--- src/rtl/period_meter_pkg.sv ---
// ----------------------------------------------------------------------------
// period_meter_pkg
// Shared types and default constants for the period meter.
//   state_t          : measurement FSM states (IDLE, MEASURE, STALL)
//   DEF_CNT_W        : default width of the period counter / period output
//   DEF_TIMEOUT      : default stall bound in clk cycles (3 s at 50 MHz)
//   DEF_SYNC_STAGES  : default synchroniser depth (must be >= 2)
//   EDGE_CNT_W       : width of the wrapping completed-measurement counter
// Optional feature macro used by the other files: DUTY_MEAS_EN
// ----------------------------------------------------------------------------
package period_meter_pkg;

    typedef enum logic [1:0] {
        IDLE    = 2'd0,
        MEASURE = 2'd1,
        STALL   = 2'd2
    } state_t;

    localparam int DEF_CNT_W       = 32;
    localparam int DEF_TIMEOUT     = 150000000;
    localparam int DEF_SYNC_STAGES = 2;
    localparam int EDGE_CNT_W      = 16;

endpackage

--- src/rtl/period_meter_if.sv ---
// ----------------------------------------------------------------------------
// period_meter_if
// Bundles the measured input and the measurement results.
//   sig_in        : asynchronous signal being measured
//   period        : last measured period in clk cycles (CNT_W bits)
//   period_valid  : one-cycle strobe when period updates
//   timeout       : level, no rising edge for TIMEOUT cycles
//   edge_cnt      : completed measurements, wraps at 2**EDGE_CNT_W
//   high_time     : high cycles of the last period (only with DUTY_MEAS_EN)
// Modports:
//   master : the meter side (consumes sig_in, drives the results)
//   slave  : the user side (drives sig_in, consumes the results)
// ----------------------------------------------------------------------------
interface period_meter_if
    import period_meter_pkg::*;
#(
    parameter int CNT_W = DEF_CNT_W
);
    logic                  sig_in;
    logic [CNT_W-1:0]      period;
    logic                  period_valid;
    logic                  timeout;
    logic [EDGE_CNT_W-1:0] edge_cnt;
`ifdef DUTY_MEAS_EN
    logic [CNT_W-1:0]      high_time;

    modport master (
        input  sig_in,
        output period, period_valid, timeout, edge_cnt, high_time
    );
    modport slave (
        output sig_in,
        input  period, period_valid, timeout, edge_cnt, high_time
    );
`else
    modport master (
        input  sig_in,
        output period, period_valid, timeout, edge_cnt
    );
    modport slave (
        output sig_in,
        input  period, period_valid, timeout, edge_cnt
    );
`endif

endinterface

--- src/rtl/period_meter_sync_edge_detect.sv ---
// ----------------------------------------------------------------------------
// sync_edge_detect
// Synchronises an asynchronous input into clk_50MHz and flags its rising edges.
//   clk_50MHz : sole clock
//   set       : synchronous active-high reset
//   async_in  : asynchronous input
//   sync_out  : synchronised level (last synchroniser stage)
//   rise      : registered one-cycle pulse, SYNC_STAGES+1 cycles after
//               async_in rises (sync_out & ~history, one flop later)
// Parameter SYNC_STAGES (>= 2): synchroniser depth.
// ----------------------------------------------------------------------------
module sync_edge_detect
    import period_meter_pkg::*;
#(
    parameter int SYNC_STAGES = DEF_SYNC_STAGES
) (
    input  logic clk_50MHz,
    input  logic set,
    input  logic async_in,
    output logic sync_out,
    output logic rise
);

    logic [SYNC_STAGES-1:0] r_sync;
    logic [SYNC_STAGES-1:0] w_sync_next;
    logic [SYNC_STAGES-1:0] r_fill;
    logic                   r_hist;
    logic                   r_rise;

    // Stage 0 samples the pin, every later stage samples its predecessor.
    generate
        for (genvar gi = 0; gi < SYNC_STAGES; gi++) begin : g_sync
            if (gi == 0) begin : g_first
                assign w_sync_next[gi] = async_in;
            end else begin : g_rest
                assign w_sync_next[gi] = r_sync[gi-1];
            end
        end
    endgenerate

    // The synchroniser is cleared by reset, so right after release its output
    // does not yet reflect the pin. History is held at 1 until a real sample
    // has reached the last stage (r_fill fully set); an input that was already
    // high at release therefore never looks like a rising edge.
    always_ff @(posedge clk_50MHz) begin
        if (set) begin
            r_sync <= '0;
            r_fill <= '0;
            r_hist <= 1'b1;
            r_rise <= 1'b0;
        end else begin
            r_sync <= w_sync_next;
            r_fill <= {r_fill[SYNC_STAGES-2:0], 1'b1};
            r_hist <= r_fill[SYNC_STAGES-1] ? r_sync[SYNC_STAGES-1] : 1'b1;
            r_rise <= r_sync[SYNC_STAGES-1] & ~r_hist;
        end
    end

    assign sync_out = r_sync[SYNC_STAGES-1];
    assign rise     = r_rise;

endmodule

--- src/rtl/period_meter.sv ---
// ----------------------------------------------------------------------------
// period_meter
// Measures the rising-edge-to-rising-edge period of a slow asynchronous input
// in clk_50MHz cycles.
//   clk_50MHz : sole clock, 50 MHz
//   set       : synchronous active-high reset
//   bus       : period_meter_if.master (sig_in in; period, period_valid,
//               timeout, edge_cnt out; high_time out with DUTY_MEAS_EN)
// Parameters: CNT_W, TIMEOUT (< 2**CNT_W), SYNC_STAGES (>= 2).
// CNT_W must match the CNT_W of the connected interface instance.
// Optional feature: define DUTY_MEAS_EN to add high_time (cycles the
// synchronised input was high during the last measured period).
// period_valid follows the sig_in edge by a fixed SYNC_STAGES+2 cycles.
// ----------------------------------------------------------------------------
module period_meter
    import period_meter_pkg::*;
#(
    parameter int CNT_W       = DEF_CNT_W,
    parameter int TIMEOUT     = DEF_TIMEOUT,
    parameter int SYNC_STAGES = DEF_SYNC_STAGES
) (
    input  logic           clk_50MHz,
    input  logic           set,
    period_meter_if.master bus
);

    localparam logic [CNT_W-1:0] TIMEOUT_LAST = CNT_W'(TIMEOUT - 1);

    logic w_sync_out;
    logic w_rise;

    sync_edge_detect #(
        .SYNC_STAGES (SYNC_STAGES)
    ) u_sync_edge_detect (
        .clk_50MHz (clk_50MHz),
        .set       (set),
        .async_in  (bus.sig_in),
        .sync_out  (w_sync_out),
        .rise      (w_rise)
    );

    state_t                r_state, w_state_next;
    logic [CNT_W-1:0]      r_cnt, w_cnt_next;
    logic [CNT_W-1:0]      r_period, w_period_next;
    logic                  r_period_valid, w_period_valid_next;
    logic                  r_timeout, w_timeout_next;
    logic [EDGE_CNT_W-1:0] r_edge_cnt, w_edge_cnt_next;

    always_ff @(posedge clk_50MHz) begin
        if (set) begin
            r_state        <= IDLE;
            r_cnt          <= '0;
            r_period       <= '0;
            r_period_valid <= 1'b0;
            r_timeout      <= 1'b0;
            r_edge_cnt     <= '0;
        end else begin
            r_state        <= w_state_next;
            r_cnt          <= w_cnt_next;
            r_period       <= w_period_next;
            r_period_valid <= w_period_valid_next;
            r_timeout      <= w_timeout_next;
            r_edge_cnt     <= w_edge_cnt_next;
        end
    end

    // r_cnt holds the number of cycles since the last rise minus one, so the
    // period reported on a rise is r_cnt + 1. A rise takes priority over the
    // timeout check, which lets a period of exactly TIMEOUT be measured.
    always_comb begin
        w_state_next        = r_state;
        w_cnt_next          = r_cnt;
        w_period_next       = r_period;
        w_period_valid_next = 1'b0;
        w_timeout_next      = r_timeout;
        w_edge_cnt_next     = r_edge_cnt;
        case (r_state)
            IDLE: begin
                if (w_rise) begin
                    w_state_next = MEASURE;
                    w_cnt_next   = '0;
                end
            end
            MEASURE: begin
                if (w_rise) begin
                    w_period_next       = r_cnt + CNT_W'(1);
                    w_period_valid_next = 1'b1;
                    w_edge_cnt_next     = r_edge_cnt + EDGE_CNT_W'(1);
                    w_cnt_next          = '0;
                end else if (r_cnt == TIMEOUT_LAST) begin
                    w_state_next   = STALL;
                    w_timeout_next = 1'b1;
                end else begin
                    w_cnt_next = r_cnt + CNT_W'(1);
                end
            end
            STALL: begin
                // Re-arm only: the interval spent stalled is not a period.
                if (w_rise) begin
                    w_state_next   = MEASURE;
                    w_timeout_next = 1'b0;
                    w_cnt_next     = '0;
                end
            end
            default: begin
                w_state_next = IDLE;
            end
        endcase
    end

    assign bus.period       = r_period;
    assign bus.period_valid = r_period_valid;
    assign bus.timeout      = r_timeout;
    assign bus.edge_cnt     = r_edge_cnt;

`ifdef DUTY_MEAS_EN
    logic [CNT_W-1:0] r_high_cnt, w_high_cnt_next;
    logic [CNT_W-1:0] r_high_time, w_high_time_next;

    always_ff @(posedge clk_50MHz) begin
        if (set) begin
            r_high_cnt  <= '0;
            r_high_time <= '0;
        end else begin
            r_high_cnt  <= w_high_cnt_next;
            r_high_time <= w_high_time_next;
        end
    end

    // Like the period, the high count includes the cycle on which the rise is
    // seen, so high_time covers exactly the same window as period.
    always_comb begin
        w_high_cnt_next  = r_high_cnt;
        w_high_time_next = r_high_time;
        if (w_rise) begin
            w_high_cnt_next = '0;
            if (r_state == MEASURE) begin
                w_high_time_next = r_high_cnt + CNT_W'(w_sync_out);
            end
        end else if (r_state == MEASURE) begin
            w_high_cnt_next = r_high_cnt + CNT_W'(w_sync_out);
        end
    end

    assign bus.high_time = r_high_time;
`else
    // The synchronised level is only needed by the duty counter.
    logic w_unused_sync_out;
    assign w_unused_sync_out = w_sync_out;
`endif

endmodule

--- src/flat_wrapper.sv ---
// flat-port wrapper written by rule: the top's interface ports become plain ports
module period_meter_flat import period_meter_pkg::*;
#(
    parameter int CNT_W       = DEF_CNT_W,
    parameter int TIMEOUT     = DEF_TIMEOUT,
    parameter int SYNC_STAGES = DEF_SYNC_STAGES
)
  (clk_50MHz, set, bus_sig_in, bus_period, bus_period_valid, bus_timeout, bus_edge_cnt);
  period_meter_if #(.CNT_W(CNT_W)) bus_i ();
  input  logic clk_50MHz;
  input  logic set;
  input wire logic [$bits(bus_i.sig_in)-1:0] bus_sig_in;
  output wire logic [$bits(bus_i.period)-1:0] bus_period;
  output wire logic [$bits(bus_i.period_valid)-1:0] bus_period_valid;
  output wire logic [$bits(bus_i.timeout)-1:0] bus_timeout;
  output wire logic [$bits(bus_i.edge_cnt)-1:0] bus_edge_cnt;
  assign bus_i.sig_in = bus_sig_in;
  assign bus_period = bus_i.period;
  assign bus_period_valid = bus_i.period_valid;
  assign bus_timeout = bus_i.timeout;
  assign bus_edge_cnt = bus_i.edge_cnt;
  period_meter #(.CNT_W(CNT_W), .TIMEOUT(TIMEOUT), .SYNC_STAGES(SYNC_STAGES)) u_core (.clk_50MHz(clk_50MHz), .set(set), .bus(bus_i));
endmodule
--- config.mk ---
export PLATFORM = sky130hd
export DESIGN_NAME = period_meter_flat
export DESIGN_NICKNAME = d
export VERILOG_FILES = /design/src/rtl/period_meter_pkg.sv /design/src/rtl/period_meter_if.sv /design/src/rtl/period_meter_sync_edge_detect.sv /design/src/rtl/period_meter.sv /design/src/flat_wrapper.sv
export SDC_FILE = /design/constraint.sdc
export NUM_CORES = 1
export LEC_CHECK = 0
export BUFFER_PORTS_ARGS = -buffer_cell sky130_fd_sc_hd__buf_2
export CORE_UTILIZATION = 55
export CTS_CLUSTER_SIZE = 30
export DETAILED_ROUTE_END_ITERATION = 10
export HOLD_SLACK_MARGIN = 0.02
export PLACE_DENSITY = 0.78
export SLEW_MARGIN = 40
export SYNTH_ARGS = -nofsm -noshare
export SYNTH_HDL_FRONTEND = slang
export SYNTH_SLANG_ARGS = --single-unit
export TNS_END_PERCENT = 50
--- constraint.sdc ---
create_clock -name clk_50MHz -period 6.4 [get_ports clk_50MHz]
set_input_delay 0.32 -clock clk_50MHz [delete_from_list [all_inputs] [get_ports clk_50MHz]]
set_output_delay 0.32 -clock clk_50MHz [all_outputs]
set_load 0.01 [all_outputs]
==> results.toml, run 1 <==
[layout]
layout_commonest_cell = "dfxtp_1"
final_cell_mix = "dfxtp_1 (90), buf_2 (52), nor2_1 (48)"
drive_gt1_share_pct = 18.5
area_growth_pct = 10.2
final_nets = 540
final_util_pct = 62.9
diodes = 0

[floorplan]
row_count = 32
dieArea_mm2 = 0.00838
start_util_pct = 57.1
die_w_um = 91.6
io_pins = 53
core_area_mm2 = 0.00773
die_y_um = 91.6

[clocking]
clkTransAtPathRegs_ps = 90
cts_buffer_depth = 2
root_buffer = "clkbuf_8"
h-tree-depth = 3
clock_latency_ps = 370
post_cts_buffers = 0
hold_buffers = 0
cts_resized = 0
clock-sinks = 90
cts_inserted_buffers = 9
cts_tree = "built"

[route]
drc = 0
wirelength_um = 10800
post_drt_wl_per_cell_um = 16.8
first_pass_iters = 6
drtIter0Drc = 371
vias_per_cell = 6.24
ant_nets = 0
vias = 4007

[power_and_ir_drop]
ir_drop_v = 0.000105
p_int_w = 0.000785
switching_power_w = 0.000222
power.leakage_nw = 1.69
pwr-share-seq_pct = 55.8
comb_power_share_pct = 1.5
power.density_mw_per_mm2 = 207
swShare_pct = 22.0
clock_power_share_pct = 42.7

[timing]
max-slew-margin-rel_pct = 47.1
clock_skew_ps = 8.89
setup_violations = 0
setup_tns_ps = 0
fmax_mhz = 348
slew_violations = 0
worst_slew_pin_slew_ps = 787
post-route-period-util_pct = 44.9
rsz0062_at_grt = "no"
finalHoldViolations = 0
hold_ws_ps = 234
min_period_ps = 2880

[grt]
grt-ovfl-total = 0
grt_pass1_vias = 3514
grt_pass1_wl_um = 17400
grt_max_degree = 67
grt_antenna_before_repair = 0
grt_usage_pct = 26.3

[yosys]
synth_top_area_cell = "dfxtp_1"
yosys_warnings = 0
avgSynthCellArea_um2 = 8.56
synthCells = 515
yosysSeqAreaShare_pct = 40.9
syn_area_mm2 = 0.00441
synth.distinct_cells = 63
yosys_register_bits = 90
ys_async_sr_fraction_pct = 0
synth.top_cells.by_area = "dfxtp_1 (41%), xor2_1 (6.0%), nor2_1 (4.3%)"
synth.top_cell.area_share_pct = 40.9
synth_edf_count = 0
synth_nets = 520
synthFlopType = "dfxtp_1"

[critical_path]
reg2reg_depth = 5
arrival_ps = 3130
startpoint_type = "flip-flop"
crit_path_max_fanout = 8
path_class = "flip-flop to flip-flop"
worstPathRequired_ps = 6660
cp-end-kind = "flip-flop"

[place]
place_hpwl_um = 6950
gp_congestion = 0.932
portBuffers = 52

[flow_run]
maxCapViolations = 0

[hold_path]
hold_path_class = "input port to flip-flop"
whs_path_depth = 2

[status]
outcome = "completed"
power by group through the flow:
stage	Combinational, W	Clock, W	Sequential [W]
floorplan	0.0000114	0	0.000575
CTS	0.0000153	0.000433	0.000562
detailed placement	0.0000152	0	0.000575
global placement	0.0000150	0	0.000575
global route	0.0000169	0.000461	0.000562
finish	0.0000155	0.000430	0.000562
path summary, 6_finish.rpt:
path	start	endpoint	slack, ps
setup reg to reg	u_core.r_cnt[9]$_SDFFE_PP0P_	u_core.r_cnt[23]$_SDFFE_PP0P_	3520
setup / recovery	u_core.r_cnt[9]$_SDFFE_PP0P_	u_core.r_cnt[23]$_SDFFE_PP0P_	3520
hold reg to reg	u_core.u_sync_edge_detect.r_hist$_SDFF_PP1_	u_core.u_sync_edge_detect.rise$_SDFF_PP0_	400
hold / removal	bus_sig_in	u_core.u_sync_edge_detect.r_sync[0]$_SDFF_PP0_	230
kinds of logic after synthesis:
kind of cell	count (synthesis)	synth area share (%)
multiplexers	2	0.482
buffers and inverters	50	4.99
AND/OR/NAND/NOR	213	26.2
flip-flops	90	40.9
AO/OA/AOI/OAI	116	18.5
adder cells (fa/ha/maj)	2	0.567
XOR/XNOR	42	8.34
metal layers:
layer | up-vias | part of all wire, % | GRT usage [%] | wire length, µm
met3 | 23 | 6.7 | 5.61 | 720
met4 | 0 | 1.6 | 9.92 | 175
met5 | - | 0 | 0 | 0
met2 | 193 | 46 | 41.2 | 4990
li1 | 1914 | - | - | -
met1 | 1877 | 45 | 35.3 | 4870
per-stage QoR:
step / setup slack [ps] / instance area, µm² / total power (W) / instances
after floorplan: 4210 / 4410 / 0.000586 / 515
after global placement: 3680 / 4610 / 0.000590 / 625
after detailed placement: 3670 / 4630 / 0.000590 / 626
after CTS: 3660 / 4840 / 0.00101 / 642
after global routing: 3480 / 4860 / 0.00104 / 642
final: 3520 / 4860 / 0.00101 / 642
worst max-delay path, stage by stage, from the launching register on:
cell     delay [ps]
dfxtp_1         540
nand4_2         260
or4_1           710
nor3_1          650
and3_1          270
mux2_2          330
Yosys cell counts, types with 5 or more instances:
master    instances
nor2b_1           9
nor4_1            7
nor3_1           11
a21oi_1          17
o31ai_1          13
nand4_1          21
xor2_1           30
and3_1            7
buf_2            10
nand3_1          26
o211ai_1          5
o21ai_0          26
nor2_1           50
and2_1            5
dfxtp_1          90
a211oi_1         20
buf_1             5
a32oi_1           7
clkbuf_1         27
xnor2_1          12
nand2b_1          5
and4_1            5
nand2_1          40
o311ai_0          5
sequential cells by signal (all words and copies together) (netlist names):
| signal | count |
|---|---|
| u_core.bus.period | 32 |
| u_core.r_cnt | 32 |
| u_core.bus.edge_cnt | 16 |
| u_core.r_state | 2 |
| u_core.u_sync_edge_detect.r_fill | 2 |
| u_core.u_sync_edge_detect.r_sync | 2 |
| u_core.bus.period_valid | 1 |
| u_core.bus.timeout | 1 |
| u_core.u_sync_edge_detect.r_hist | 1 |
| u_core.u_sync_edge_detect.rise | 1 |
final cells by class:
class,count,area [µm²]
clock buffer,10,128
clock inverter,6,90.1
fill,673,2870
inverter,4,16.3
multi-input combinational,375,2410
sequential,90,1800
tap,102,128
timing repair buffer,55,287
Note: power is estimated with default switching activity, not from simulation.
==> run 2: changes to the inputs <==
CORE_UTILIZATION = 52   (was 55)
PLACE_DENSITY = 0.77   (was 0.78)
clock period = 2.45 ns   (was 6.4 ns; I/O delays follow)
==> run 2 against run 1 <==
  * Final cell count up 5.5%
  * Sequential power grew to 2.6 times the previous value
  * Fmax up 27%
  * Die area grew 5.6%
  * Count of clock-buffer cells in the layout shrank 1
  * Cell area grew 4.3%
  * Setup slack got worse by 3300 ps
  * Clock skew increased by 3.4 ps
  * Flip-flop and latch count is the same
  * First-iteration DRC count fell by 12%
  * Register-to-register slack worse by 3300 ps
  * Critical endpoint is now u_core.r_cnt[29]$_SDFFE_PP0P_
==> results.toml, run 2 (synthesis results as in run 1) <==
[route]
wirelength_um = 11400
vias = 4134
vias_per_cell = 6.11
ant_nets = 0
drtIter0Drc = 325
first_pass_iters = 5
post_drt_wl_per_cell_um = 16.8
drc = 0

[timing]
rsz0062_at_grt = "no"
max-slew-margin-rel_pct = 51.8
setup_violations = 0
finalHoldViolations = 0
clock_skew_ps = 12.3
worst_slew_pin_slew_ps = 723
min_period_ps = 2270
setup_tns_ps = 0
slew_violations = 0
post-route-period-util_pct = 92.5
fmax_mhz = 441

[critical_path]
crit_family = "simple AND/OR/NAND/NOR gates"
cp-end-kind = "flip-flop"
worstPathRequired_ps = 2690
crit_chain = "nand2_1 -> or4_1 -> or4_4 -> a32oi_1 -> o21ai_0"
crit_path_max_fanout = 7
critPathBufInv = 0
path_class = "flip-flop to flip-flop"
arrival_ps = 2500
startpoint = "u_core.r_cnt[20]$_SDFFE_PP0P_"
slowest_stage = "or4_1"
slowest_delay_ps = 640
r2r_start = "u_core.r_cnt[20]$_SDFFE_PP0P_"
startpoint_type = "flip-flop"

[power_and_ir_drop]
power.leakage_nw = 1.85
ir_drop_v = 0.000295
power.density_mw_per_mm2 = 498
total_power_w = 0.00252

[grt]
grt_antenna_before_repair = 0
grt_usage_pct = 27.2
grt_pass1_vias = 3847
grt_pass1_wl_um = 19000
grt_max_degree = 38
grt-ovfl-total = 0

[clocking]
cts_resized = 0
clock-sinks = 90
cts_tree = "built"
h-tree-depth = 3
root_buffer = "clkbuf_8"
cts_inserted_buffers = 9
hold_buffers = 1
clkTransAtPathRegs_ps = 100
post_cts_buffers = 0
cts_buffer_depth = 2
clock_latency_ps = 370

[layout]
final_cell_mix = "dfxtp_1 (90), buf_2 (52), nor2_1 (50)"
drive_gt1_share_pct = 22.0
diodes = 0
fin_cells = 677
final_nets = 572
area_growth_pct = 15.0
layout_commonest_cell = "dfxtp_1"
fin_area_mm2 = 0.00507

[floorplan]
die_y_um = 94.1
core_area_mm2 = 0.00822
start_util_pct = 53.7
row_count = 33
dieArea_mm2 = 0.00885
io_pins = 53
die_w_um = 94.1

[place]
place_hpwl_um = 7830
gp_congestion = 0.894
dp_cells = 660
portBuffers = 52
postPlaceCellArea_mm2 = 0.00487

[status]
outcome = "completed"

[flow_run]
maxCapViolations = 0

[hold_path]
worstHoldStart = "set"
hold_path_class = "input port to flip-flop"
## run 2: cell count changes in the layout (fill, tap and decap cells not counted), sizes merged
cell	before	now
buf	55	86
bufinv	2	0
clkbuf	10	9
clkinvlp	1	2
dlygate4sd3	0	1
inv	4	6
## run 2: where the power goes
part / switching [W] / leakage, nW / internal, W
Clock: 0.000613 / 0.0926 / 0.000397
Sequential: 0.00000141 / 0.726 / 0.00147
Combinational: 0.0000346 / 1.03 / 0.0000117
## run 2: area by class of cell
class                      count  area [µm²]
fill                         715        3150
multi-input combinational    375        2390
sequential                    90        1800
timing repair buffer          87         538
tap                          105         131
clock buffer                   9         124
clock inverter                 7        71.3
inverter                       4        15.0
## run 2: final timing paths
kind / end / slack, ps / depth (start not counted)
max reg2reg: u_core.r_cnt[29]$_SDFFE_PP0P_ / 180 / 5
min reg2reg: u_core.u_sync_edge_detect.r_hist$_SDFF_PP1_ / 400 / 1
min: u_core.r_state[1]$_SDFFE_PP0P_ / 100 / 3
max: u_core.r_cnt[29]$_SDFFE_PP0P_ / 180 / 5
## run 2: metrics by stage
stage	worst slack [ps]	hold slack, ps	utilization (%)
floorplan	264	251	-
global placement	251	338	59.2
detailed placement	232	342	59.2
CTS	202	96.2	61.7
global route	55.9	126	61.7
finish	184	100	61.7
## run 2: worst min-delay path: stages
cell,delay [ps]
buf_2,100
nor2_1,70
a21boi_0,130
## run 2: per-layer routing
metal | global-route usage (%) | up-vias | wire length (µm) | share of wire (%)
met5 | 0 | - | 0 | 0
met4 | 10.1 | 0 | 198 | 1.7
met3 | 4.53 | 23 | 777 | 6.8
met2 | 42.9 | 180 | 5210 | 46
met1 | 36.9 | 1956 | 5180 | 46
li1 | - | 1975 | - | -
==> run 3: changes to the inputs <==
ABC_AREA = 1   (was not set)
==> run 3 against run 2 <==
  * Critical path depth is 3 higher
  * Via count is 1.7% higher
  * Wire length is 7.6% lower
  * Sequential share of layout area is 1.1 points higher
  * Cell area is 3.1% lower
  * Register-to-register slack better by 200 ps
  * Count of clock-buffer cells in the layout is 2 higher
  * Largest power group unchanged
  * Synthesized cell count is 23% higher
  * Non-clock buffer count is 26 lower
==> results.toml, run 3 <==
[critical_path]
slowest_delay_ps = 630
startpoint = "u_core.r_cnt[0]$_SDFFE_PP0P_"
path_common_cell = "nand3_1"
crit_path_max_fanout = 36
arrival_ps = 2370
r2r_start = "u_core.r_cnt[0]$_SDFFE_PP0P_"
worstPathRequired_ps = 2760
path_class = "flip-flop to flip-flop"
slowest_stage = "nor2_4"
crit_chain = "ha_1 -> inv_1 -> nor3_2 -> nand3_1 -> nor2_1 -> nor2_4 -> nand3_1 -> a21oi_1"
cp-end-kind = "flip-flop"
startpoint_type = "flip-flop"

[yosys]
synth.distinct_cells = 33
yosys_warnings = 0
synth.top_cells.by_area = "dfxtp_1 (41%), nand2_1 (12%), nor2_1 (7.4%)"
synthFlopType = "dfxtp_1"
synth_edf_count = 0
syn_area_mm2 = 0.00438
yosys_register_bits = 90
synth_top_area_cell = "dfxtp_1"
synth.top_cell.area_share_pct = 41.1
synthCells = 633
synth_commonest_cells = "nand2_1 (144), dfxtp_1 (90), nor2_1 (86)"
avgSynthCellArea_um2 = 6.93
yosysSeqAreaShare_pct = 41.1
synth_nets = 638
yosysMostFrequentCell = "nand2_1"
ys_async_sr_fraction_pct = 0

[route]
post_drt_wl_per_cell_um = 13.3
wirelength_um = 10500
top_layer = "met4"
ant_nets = 0
vias_per_cell = 5.32
wl_met3_um = 477
route.layer.met1.wl_um = 4800
wl_met2_um = 5010
drtIter0Drc = 166
vias = 4203
first_pass_iters = 5
drc = 0

[place]
place_hpwl_um = 7300
dp_cells = 773
portBuffers = 52
gp_congestion = 0.919
postPlaceCellArea_mm2 = 0.00472

[layout]
fillCellCount = 787
drive_gt1_share_pct = 12.6
final_cell_mix = "nand2_1 (144), dfxtp_1 (90), nor2_1 (86)"
multi_input_area_mm2 = 0.00218
final_util_pct = 60.1
fin_area_mm2 = 0.00491
area_growth_pct = 12.1
final_nets = 685
fin_cells = 790
diodes = 0
layout_commonest_cell = "nand2_1"
seq_area_mm2 = 0.00180

[clocking]
clkTransAtPathRegs_ps = 90
cts_tree = "built"
hold_buffers = 1
clock-sinks = 90
clock_latency_ps = 380
post_cts_buffers = 0
h-tree-depth = 3
cts_inserted_buffers = 9
root_buffer = "clkbuf_8"
cts_resized = 0
cts_buffer_depth = 2

[floorplan]
core_area_mm2 = 0.00818
dieArea_mm2 = 0.00880
start_util_pct = 53.6
io_pins = 53
die_y_um = 93.8
row_count = 33
die_w_um = 93.8

[timing]
worst_slew_pin_slew_ps = 818
setup_violations = 0
slew_violations = 0
rsz0062_at_grt = "no"
max-slew-margin-rel_pct = 45.4
clock_skew_ps = 11.3
post-route-period-util_pct = 84.3
min_period_ps = 2070
finalHoldViolations = 0
fmax_mhz = 484
setup_tns_ps = 0

[grt]
grt-ovfl-total = 0
grt_pass1_wl_um = 17900
grt_max_degree = 54
grt_pass1_vias = 3914
grt_antenna_before_repair = 0
grt_usage_pct = 25.9

[power_and_ir_drop]
power.leakage_nw = 2.12
switching_power_w = 0.000586
clock_power_share_pct = 38.9
p_int_w = 0.00191
ir_drop_v = 0.000305
swShare_pct = 23.5
comb_power_share_pct = 2.1
power.density_mw_per_mm2 = 508
pwr-share-seq_pct = 59.1

[status]
outcome = "completed"

[hold_path]
hold_path_class = "input port to flip-flop"
worstHoldStart = "set"

[flow_run]
maxCapViolations = 0
==> run 3: cell count changes after synthesis, sizes merged, moves of 21 or more <==
cell,change
nand2,+104
inv,+69
nor2,+39
a21oi,+27
a211oi,-22
o21bai,+21
==> run 3: path summary, 6_finish.rpt <==
kind	to	slack, ps	depth (start not counted)
setup / recovery	u_core.r_cnt[9]$_SDFFE_PP0P_	380	8
hold / removal	u_core.u_sync_edge_detect.r_fill[0]$_DFF_P_	260	3
setup reg to reg	u_core.r_cnt[9]$_SDFFE_PP0P_	380	8
hold reg to reg	u_core.u_sync_edge_detect.r_hist$_SDFF_PP1_	400	1
==> run 3: power groups by stage <==
stage | clock (W) | sequential, W | combinational [W]
finish | 0.000971 | 0.00147 | 0.0000513
global route | 0.00105 | 0.00148 | 0.0000573
CTS | 0.000990 | 0.00147 | 0.0000513
detailed placement | 0 | 0.00151 | 0.0000502
global placement | 0 | 0.00151 | 0.0000479
floorplan | 0 | 0.00151 | 0.0000381
==> run 3: per-layer routing <==
| metal | vias to the layer above | track usage, % |
|---|---|---|
| met1 | 1939 | 31.9 |
| met2 | 126 | 43.9 |
| met5 | - | 0 |
| li1 | 2118 | - |
| met4 | 0 | 11.0 |
| met3 | 20 | 4.77 |
==> run 3: kinds of logic after synthesis <==
group	synth area share, %
compound gates	16.5
fa+ha+maj	0.571
flops	41.1
simple gates	28.2
xor+xnor	4.39
buf+inv	9.28
==> run 3: worst max-delay path, delay by kind of cell (launching register included) <==
kind	cells	cell delay [ps]
AOI/OAI and AO/OA	1	160
adders and majority gates	1	260
buffers and inverters	1	100
DFF	1	370
and+or+nand+nor	5	1090
==> run 3: final cells by class <==
| type | instances | area share (%) |
|---|---|---|
| sequential | 90 | 36.7 |
| tap | 105 | 2.67 |
| clock inverter | 5 | 0.738 |
| clock buffer | 11 | 3.08 |
| inverter | 73 | 5.58 |
| multi-input combinational | 445 | 44.3 |
| timing repair buffer | 61 | 6.98 |
==> run 3: metrics by stage <==
step	hold slack, ps	total power, W	setup WS (ps)
floorplan	229	0.00154	806
global placement	329	0.00156	520
detailed placement	346	0.00156	420
CTS	261	0.00252	400
global route	296	0.00258	208
finish	265	0.00250	384
